[src/rtl/imem_prog_loader_if.sv]
// Byte-stream input and instruction-memory write port of the program loader.
// master = stream source / memory side, slave = loader.
interface imem_prog_loader_if #(
  parameter int ADDR_W = 10
);
  logic [7:0]        byte_in;
  logic              byte_valid;
  logic              byte_ready;
  logic              imem_we;
  logic [ADDR_W-1:0] imem_addr;
  logic [31:0]       imem_wdata;

  modport master (
    output byte_in, byte_valid,
    input  byte_ready, imem_we, imem_addr, imem_wdata
  );

  modport slave (
    input  byte_in, byte_valid,
    output byte_ready, imem_we, imem_addr, imem_wdata
  );
endinterface

[src/rtl/imem_prog_loader.sv]
// Loads a framed byte stream (16-bit word count, then 32-bit words MSB first)
// into instruction memory, holding the core in reset until the load completes.
module imem_prog_loader #(
  parameter int ADDR_W     = 10,
  parameter int IMEM_DEPTH = 1024
) (
  input  logic                clk,
  input  logic                rst,
  input  logic                load_req,
  imem_prog_loader_if.slave   bus,
  output logic                cpu_rst_n,
  output logic                load_done,
  output logic                load_err
);

  localparam logic [2:0] S_IDLE  = 3'd0;
  localparam logic [2:0] S_HDR0  = 3'd1;
  localparam logic [2:0] S_HDR1  = 3'd2;
  localparam logic [2:0] S_DATA  = 3'd3;
  localparam logic [2:0] S_WRITE = 3'd4;
  localparam logic [2:0] S_RUN   = 3'd5;
  localparam logic [2:0] S_ERR   = 3'd6;

  localparam logic [16:0] DEPTH = 17'(IMEM_DEPTH);

  logic [2:0]        state_q, state_d;
  logic [15:0]       count_q, count_d;
  logic [ADDR_W-1:0] index_q, index_d;
  logic [1:0]        bcnt_q, bcnt_d;
  logic [31:0]       word_q, word_d;
  logic              cpu_rst_n_q, load_done_q, load_err_q;

  logic              byte_ready;
  logic              accept;
  logic [15:0]       hdr_count;

  assign byte_ready = (state_q == S_HDR0) || (state_q == S_HDR1) || (state_q == S_DATA);
  assign accept     = bus.byte_valid && byte_ready;
  assign hdr_count  = {count_q[15:8], bus.byte_in};

  always_comb begin
    state_d = state_q;
    count_d = count_q;
    index_d = index_q;
    bcnt_d  = bcnt_q;
    word_d  = word_q;
    case (state_q)
      S_IDLE: if (load_req) state_d = S_HDR0;
      S_HDR0: begin
        if (accept) begin
          count_d = {bus.byte_in, count_q[7:0]};
          state_d = S_HDR1;
        end
      end
      S_HDR1: begin
        if (accept) begin
          count_d = hdr_count;
          if (hdr_count == 16'd0) begin
            state_d = S_RUN;
          end else if ({1'b0, hdr_count} > DEPTH) begin
            state_d = S_ERR;
          end else begin
            state_d = S_DATA;
            index_d = '0;
            bcnt_d  = '0;
          end
        end
      end
      S_DATA: begin
        if (accept) begin
          word_d = {word_q[23:0], bus.byte_in};
          bcnt_d = bcnt_q + 2'd1;
          if (bcnt_q == 2'd3) state_d = S_WRITE;
        end
      end
      S_WRITE: begin
        // Count check on the header guarantees index stays below IMEM_DEPTH.
        if (16'(index_q) == count_q - 16'd1) begin
          state_d = S_RUN;
        end else begin
          index_d = index_q + ADDR_W'(1);
          state_d = S_DATA;
        end
      end
      S_RUN, S_ERR: if (load_req) state_d = S_HDR0;
      default: state_d = S_IDLE;
    endcase
  end

  always_ff @(posedge clk or negedge rst) begin
    if (!rst) begin
      state_q     <= S_IDLE;
      count_q     <= '0;
      index_q     <= '0;
      bcnt_q      <= '0;
      word_q      <= '0;
      cpu_rst_n_q <= 1'b0;
      load_done_q <= 1'b0;
      load_err_q  <= 1'b0;
    end else begin
      state_q     <= state_d;
      count_q     <= count_d;
      index_q     <= index_d;
      bcnt_q      <= bcnt_d;
      word_q      <= word_d;
      // Core is released one cycle after RUN is entered and held again as soon as RUN is left.
      cpu_rst_n_q <= (state_q == S_RUN) && (state_d == S_RUN);
      load_done_q <= (state_q == S_RUN) && (state_d == S_RUN);
      load_err_q  <= (state_d == S_ERR);
    end
  end

  assign bus.byte_ready = byte_ready;
  assign bus.imem_we    = (state_q == S_WRITE);
  assign bus.imem_addr  = index_q;
  assign bus.imem_wdata = word_q;
  assign cpu_rst_n      = cpu_rst_n_q;
  assign load_done      = load_done_q;
  assign load_err       = load_err_q;

endmodule

[src/flat_wrapper.sv]
// flat-port wrapper written by rule: the top's interface ports become plain ports
module imem_prog_loader_flat 
#(
  parameter int ADDR_W     = 10,
  parameter int IMEM_DEPTH = 1024
)
  (clk, rst, load_req, cpu_rst_n, load_done, load_err, bus_byte_in, bus_byte_valid, bus_byte_ready, bus_imem_we, bus_imem_addr, bus_imem_wdata);
  imem_prog_loader_if #(.ADDR_W(ADDR_W)) bus_i ();
  input  logic clk;
  input  logic rst;
  input  logic load_req;
  output logic cpu_rst_n;
  output logic load_done;
  output logic load_err;
  input wire logic [$bits(bus_i.byte_in)-1:0] bus_byte_in;
  input wire logic [$bits(bus_i.byte_valid)-1:0] bus_byte_valid;
  output wire logic [$bits(bus_i.byte_ready)-1:0] bus_byte_ready;
  output wire logic [$bits(bus_i.imem_we)-1:0] bus_imem_we;
  output wire logic [$bits(bus_i.imem_addr)-1:0] bus_imem_addr;
  output wire logic [$bits(bus_i.imem_wdata)-1:0] bus_imem_wdata;
  assign bus_i.byte_in = bus_byte_in;
  assign bus_i.byte_valid = bus_byte_valid;
  assign bus_byte_ready = bus_i.byte_ready;
  assign bus_imem_we = bus_i.imem_we;
  assign bus_imem_addr = bus_i.imem_addr;
  assign bus_imem_wdata = bus_i.imem_wdata;
  imem_prog_loader #(.ADDR_W(ADDR_W), .IMEM_DEPTH(IMEM_DEPTH)) u_core (.clk(clk), .rst(rst), .load_req(load_req), .bus(bus_i), .cpu_rst_n(cpu_rst_n), .load_done(load_done), .load_err(load_err));
endmodule
[config.mk]
export PLATFORM = sky130hd
export DESIGN_NAME = imem_prog_loader_flat
export DESIGN_NICKNAME = d
export VERILOG_FILES = /design/src/rtl/imem_prog_loader_if.sv /design/src/rtl/imem_prog_loader.sv /design/src/flat_wrapper.sv
export SDC_FILE = /design/constraint.sdc
export NUM_CORES = 1
export LEC_CHECK = 0
export CAP_MARGIN = 20
export CORE_MARGIN = 4
export CORE_UTILIZATION = 50
export CTS_BUF_LIST = sky130_fd_sc_hd__clkbuf_16
export CTS_CLUSTER_DIAMETER = 120
export DETAILED_ROUTE_END_ITERATION = 6
export DONT_BUFFER_PORTS = 1
export PLACE_DENSITY = 0.72
export SETUP_SLACK_MARGIN = 0.02
export SLEW_MARGIN = 20
export SYNTH_ARGS = -nofsm -noshare
export SYNTH_HDL_FRONTEND = slang
export SYNTH_SLANG_ARGS = --single-unit
[constraint.sdc]
create_clock -name clk -period 2.6 [get_ports clk]
set_input_delay 0.52 -clock clk [delete_from_list [all_inputs] [get_ports clk]]
set_output_delay 0.52 -clock clk [all_outputs]
set_load 0.005 [all_outputs]
==> out/metrics.cfg <==
[worst_setup_path]
path_depth=9
crit_top_cell=o2111ai_2
crit_type=flip-flop to flip-flop
r2r_slack_ns=0.04
end_kind=flip-flop
max_stage_delay_ns=0.58
startpoint=u_core.count_q[2]$_DFFE_PN0P_
worst-path-max-fanout=6
r2r_end=u_core.bus.imem_addr[9]$_DFFE_PN0P_
critPathTopFamily=simple AND/OR/NAND/NOR gates
crit_slowest_cell=or4b_4
worstPathArrival_ns=2.77
r2r_start=u_core.count_q[2]$_DFFE_PN0P_
endpoint=u_core.bus.imem_addr[9]$_DFFE_PN0P_
cp-start-kind=flip-flop
worstPathCellList=buf_6 > nor4_4 > buf_4 > o2111ai_2 > nand4_1 > o2111ai_2 > or4b_4 > and3b_1 > o21a_1
cp.required_ns=2.81
path_buf_inv=2
worstRegToRegCells=9

[sta]
rsz0062_at_grt=true
relSlewSlack_pct=64.4
fin_crit_ns=2.56
tightest_slew_ns=0.529
hold_viol_final=0
finalCritPeriodShare_pct=98.5
setup_violations=0
timing.fmax_mhz=391
skew_ns=0.00721
fin_setup_tns_ns=0
finalMaxSlewViolations=0

[cts]
clk_path_buf_depth=2
htreeDepth=3
cts.clk_slew.worst_paths_ns=0.05
cts-root-buf=clkbuf_16
clkSinkCount=65
clk_latency_ns=0.32
numCtsBuffers=9
cts_tree=yes

[place]
port_buffers=0
dp_cells=372
place.gp.congestion=0.847
hpwlAfterDp_mm=5.08

[grt]
grt_pass1_vias=2383
grt_pass1_wl_mm=12.2
antenna_found_initial=0
grt-ovfl-total=0
grt_max_degree=66
grt.total_usage_pct=20.2

[yosys]
yosysSeqAreaShare_pct=48.7
synth_ff_type=dfrtp_1
netlist_area_sq_um=3340
synth_fp_nets=307
synth.area.top_cells=dfrtp_1 (49%), mux2_2 (15%), mux2i_1 (2.7%)
netlist.top_cell.by_area=dfrtp_1
ys_ff_latch=65
synthCells=292
syn_avg_cell_area_sq_um=11.4
ys_warn_count=0
synth_edf_count=0
async_flop_share_pct=100
ys_types=55
synth_top_area_share_pct=48.7

[pwr]
clkPwrFrac_pct=20.7
p_sw_share_pct=38.0
seqPwrFrac_pct=40.4
pwr_density_cell_nw_per_um2=1340
switchingPower_mw=1.97
power.internal_mw=3.21
max-vdd-ir-drop_v=0.000604
p_comb_share_pct=38.9
power.leakage_nw=1.69

[cells_and_area]
syn_to_final_growth_pct=16.3
regArea_sq_um=1630
multiInputGateArea_sq_um=1670
nets=327
drive_above_1_share_pct=32.6
layoutNonFillerInstCount=393
num_antenna_cells=0
nFillCells=524

[detailed_routing]
wl_per_cell_microns=18.6
wl_mm=7.32
initialDrtViolationCount=165
dr.pass1.iters=4
ant_nets=0
drc_errors=0
drt-vias-per-instance=6.05
vias=2376

[floorplanning]
top_level_ports=59
core_sq_um=6420
dieWidth_microns=89.7
die_area_sq_um=8050
die_y_microns=89.7
rows=29
start_util_pct=52.0

[status]
status=finished, final reports clean

[flow_run]
cap_violations=0

[hold_path]
hold_class=input pin to asynchronous set/reset pin

-- how the worst min path moves through the flow --
| stage | start | end | slack, ns |
|---|---|---|---|
| 6_report | rst | u_core.state_q[0]$_DFF_PN0_ | 0.07 |
| 5_1_grt | rst | u_core.state_q[0]$_DFF_PN0_ | 0.09 |
| 4_1_cts | rst | u_core.state_q[0]$_DFF_PN0_ | 0.08 |
| 3_5_place_dp | rst | u_core.state_q[0]$_DFF_PN0_ | 0.23 |
| 3_3_place_gp | rst | u_core.bus.imem_wdata[31]$_DFFE_PN0P_ | 0.23 |
| 2_1_floorplan | rst | u_core.bcnt_q[0]$_DFFE_PN0P_ | 0.22 |
-- through the flow --
stage | util (%) | total power, mW | worst slack (ns) | instance area, sq um | hold WS, ns
after global routing | 60.4 | 5.57 | -0.115 | 3880 | 0.0856
after global placement | 54.5 | 3.89 | 0.0331 | 3500 | 0.227
after detailed placement | 54.5 | 3.97 | -0.0266 | 3500 | 0.226
after floorplan | - | 3.41 | 0.0882 | 3340 | 0.224
after CTS | 60.0 | 5.17 | 0.0106 | 3850 | 0.0771
final | 60.4 | 5.18 | 0.0394 | 3880 | 0.0731
-- power by group through the flow --
stage          combinational, mW  sequential, mW  clock, mW
3_5_place_dp                1.85            2.12          0
4_1_cts                     1.98            2.09       1.09
3_3_place_gp                1.79            2.10          0
2_1_floorplan               1.47            1.93          0
6_report                    2.02            2.09       1.07
5_1_grt                     2.24            2.17       1.15
-- cell type report --
type / instances / share of cell area [%]
flip-flops and latches: 65 / 41.9
repair buffers: 23 / 5.06
clock buffers: 9 / 5.80
inverters: 7 / 0.677
multi-input cells: 206 / 42.9
well taps: 77 / 2.48
clock inverters: 6 / 1.13
-- cells in the mapped netlist (all sizes together) (2+ instances only) --
| library cell | number |
|---|---|
| and3b | 2 |
| or2 | 2 |
| nand4 | 5 |
| or4 | 2 |
| nor2b | 6 |
| and4 | 4 |
| mux2 | 45 |
| xnor2 | 9 |
| nor4 | 6 |
| nand3b | 2 |
| nand4b | 2 |
| a21o | 3 |
| clkbuf | 8 |
| a21boi | 2 |
| mux2i | 9 |
| and3 | 3 |
| ha | 3 |
| and2 | 2 |
| a211o | 2 |
| o2111ai | 4 |
| dfrtp | 65 |
| o311ai | 2 |
| nand3 | 11 |
| nand2b | 5 |
| nor3b | 4 |
| a21oi | 4 |
| nor2 | 9 |
| inv | 7 |
| nor3 | 6 |
| buf | 7 |
| or4b | 2 |
| o31ai | 3 |
| o21ai | 13 |
| nand2 | 22 |
-- flip-flops by register name (all words and copies together), names as in the netlist --
name / count
u_core.bus.imem_wdata: 32
u_core.count_q: 16
u_core.bus.imem_addr: 10
u_core.state_q: 3
u_core.bcnt_q: 2
u_core.cpu_rst_n: 1
u_core.load_err: 1
-- cell families after synthesis --
kind of cell	count (synthesis)	share of synthesized area [%]
AO/OA/AOI/OAI	41	8.47
XOR/XNOR	10	2.62
adder cells (fa/ha/maj)	4	1.42
buffers and inverters	22	3.15
flip-flops	65	48.7
multiplexers	54	17.9
AND/OR/NAND/NOR	96	17.7
-- repair_timing --
action                                  in CTS  in global routing
pin swaps                                    3                  5
endpoints found under the hold margin       65                  0
buffers inserted                             4                  0
hold buffers                                 1                  0
endpoints found under the setup margin       5                 10
gates cloned                                 1                  0
resized for setup                            5                  6
-- layout by cell type (no fill, tap or decap), drive strengths merged, types with 2 or more instances in the layout --
cell type | synthesis | final
dfrtp | 65 | 65
mux2 | 45 | 45
buf | 7 | 23
nand2 | 22 | 22
o21ai | 13 | 13
nand3 | 11 | 11
nor2 | 9 | 9
xnor2 | 9 | 9
mux2i | 9 | 9
clkbuf | 8 | 9
inv | 7 | 8
nor2b | 6 | 6
nor3 | 6 | 6
nor4 | 6 | 6
nand2b | 5 | 5
nand4 | 5 | 5
a21oi | 4 | 4
and4 | 4 | 4
nor3b | 4 | 4
o2111ai | 4 | 4
clkinv | 0 | 4
and3 | 3 | 3
a21o | 3 | 3
ha | 3 | 3
o31ai | 3 | 3
or4b | 2 | 3
and2 | 2 | 2
nand3b | 2 | 2
and3b | 2 | 2
o311ai | 2 | 2
a211o | 2 | 2
a21boi | 2 | 2
nand4b | 2 | 2
or2 | 2 | 2
or4 | 2 | 2
-- routing by layer --
metal	vias up	routed length, microns	track usage, %
met4	0	61	8.80
met3	6	462	5.93
li1	1114	-	-
met1	1191	3020	24.9
met2	65	3780	32.8
met5	-	0	0
Power figures use the tool's default switching activity.
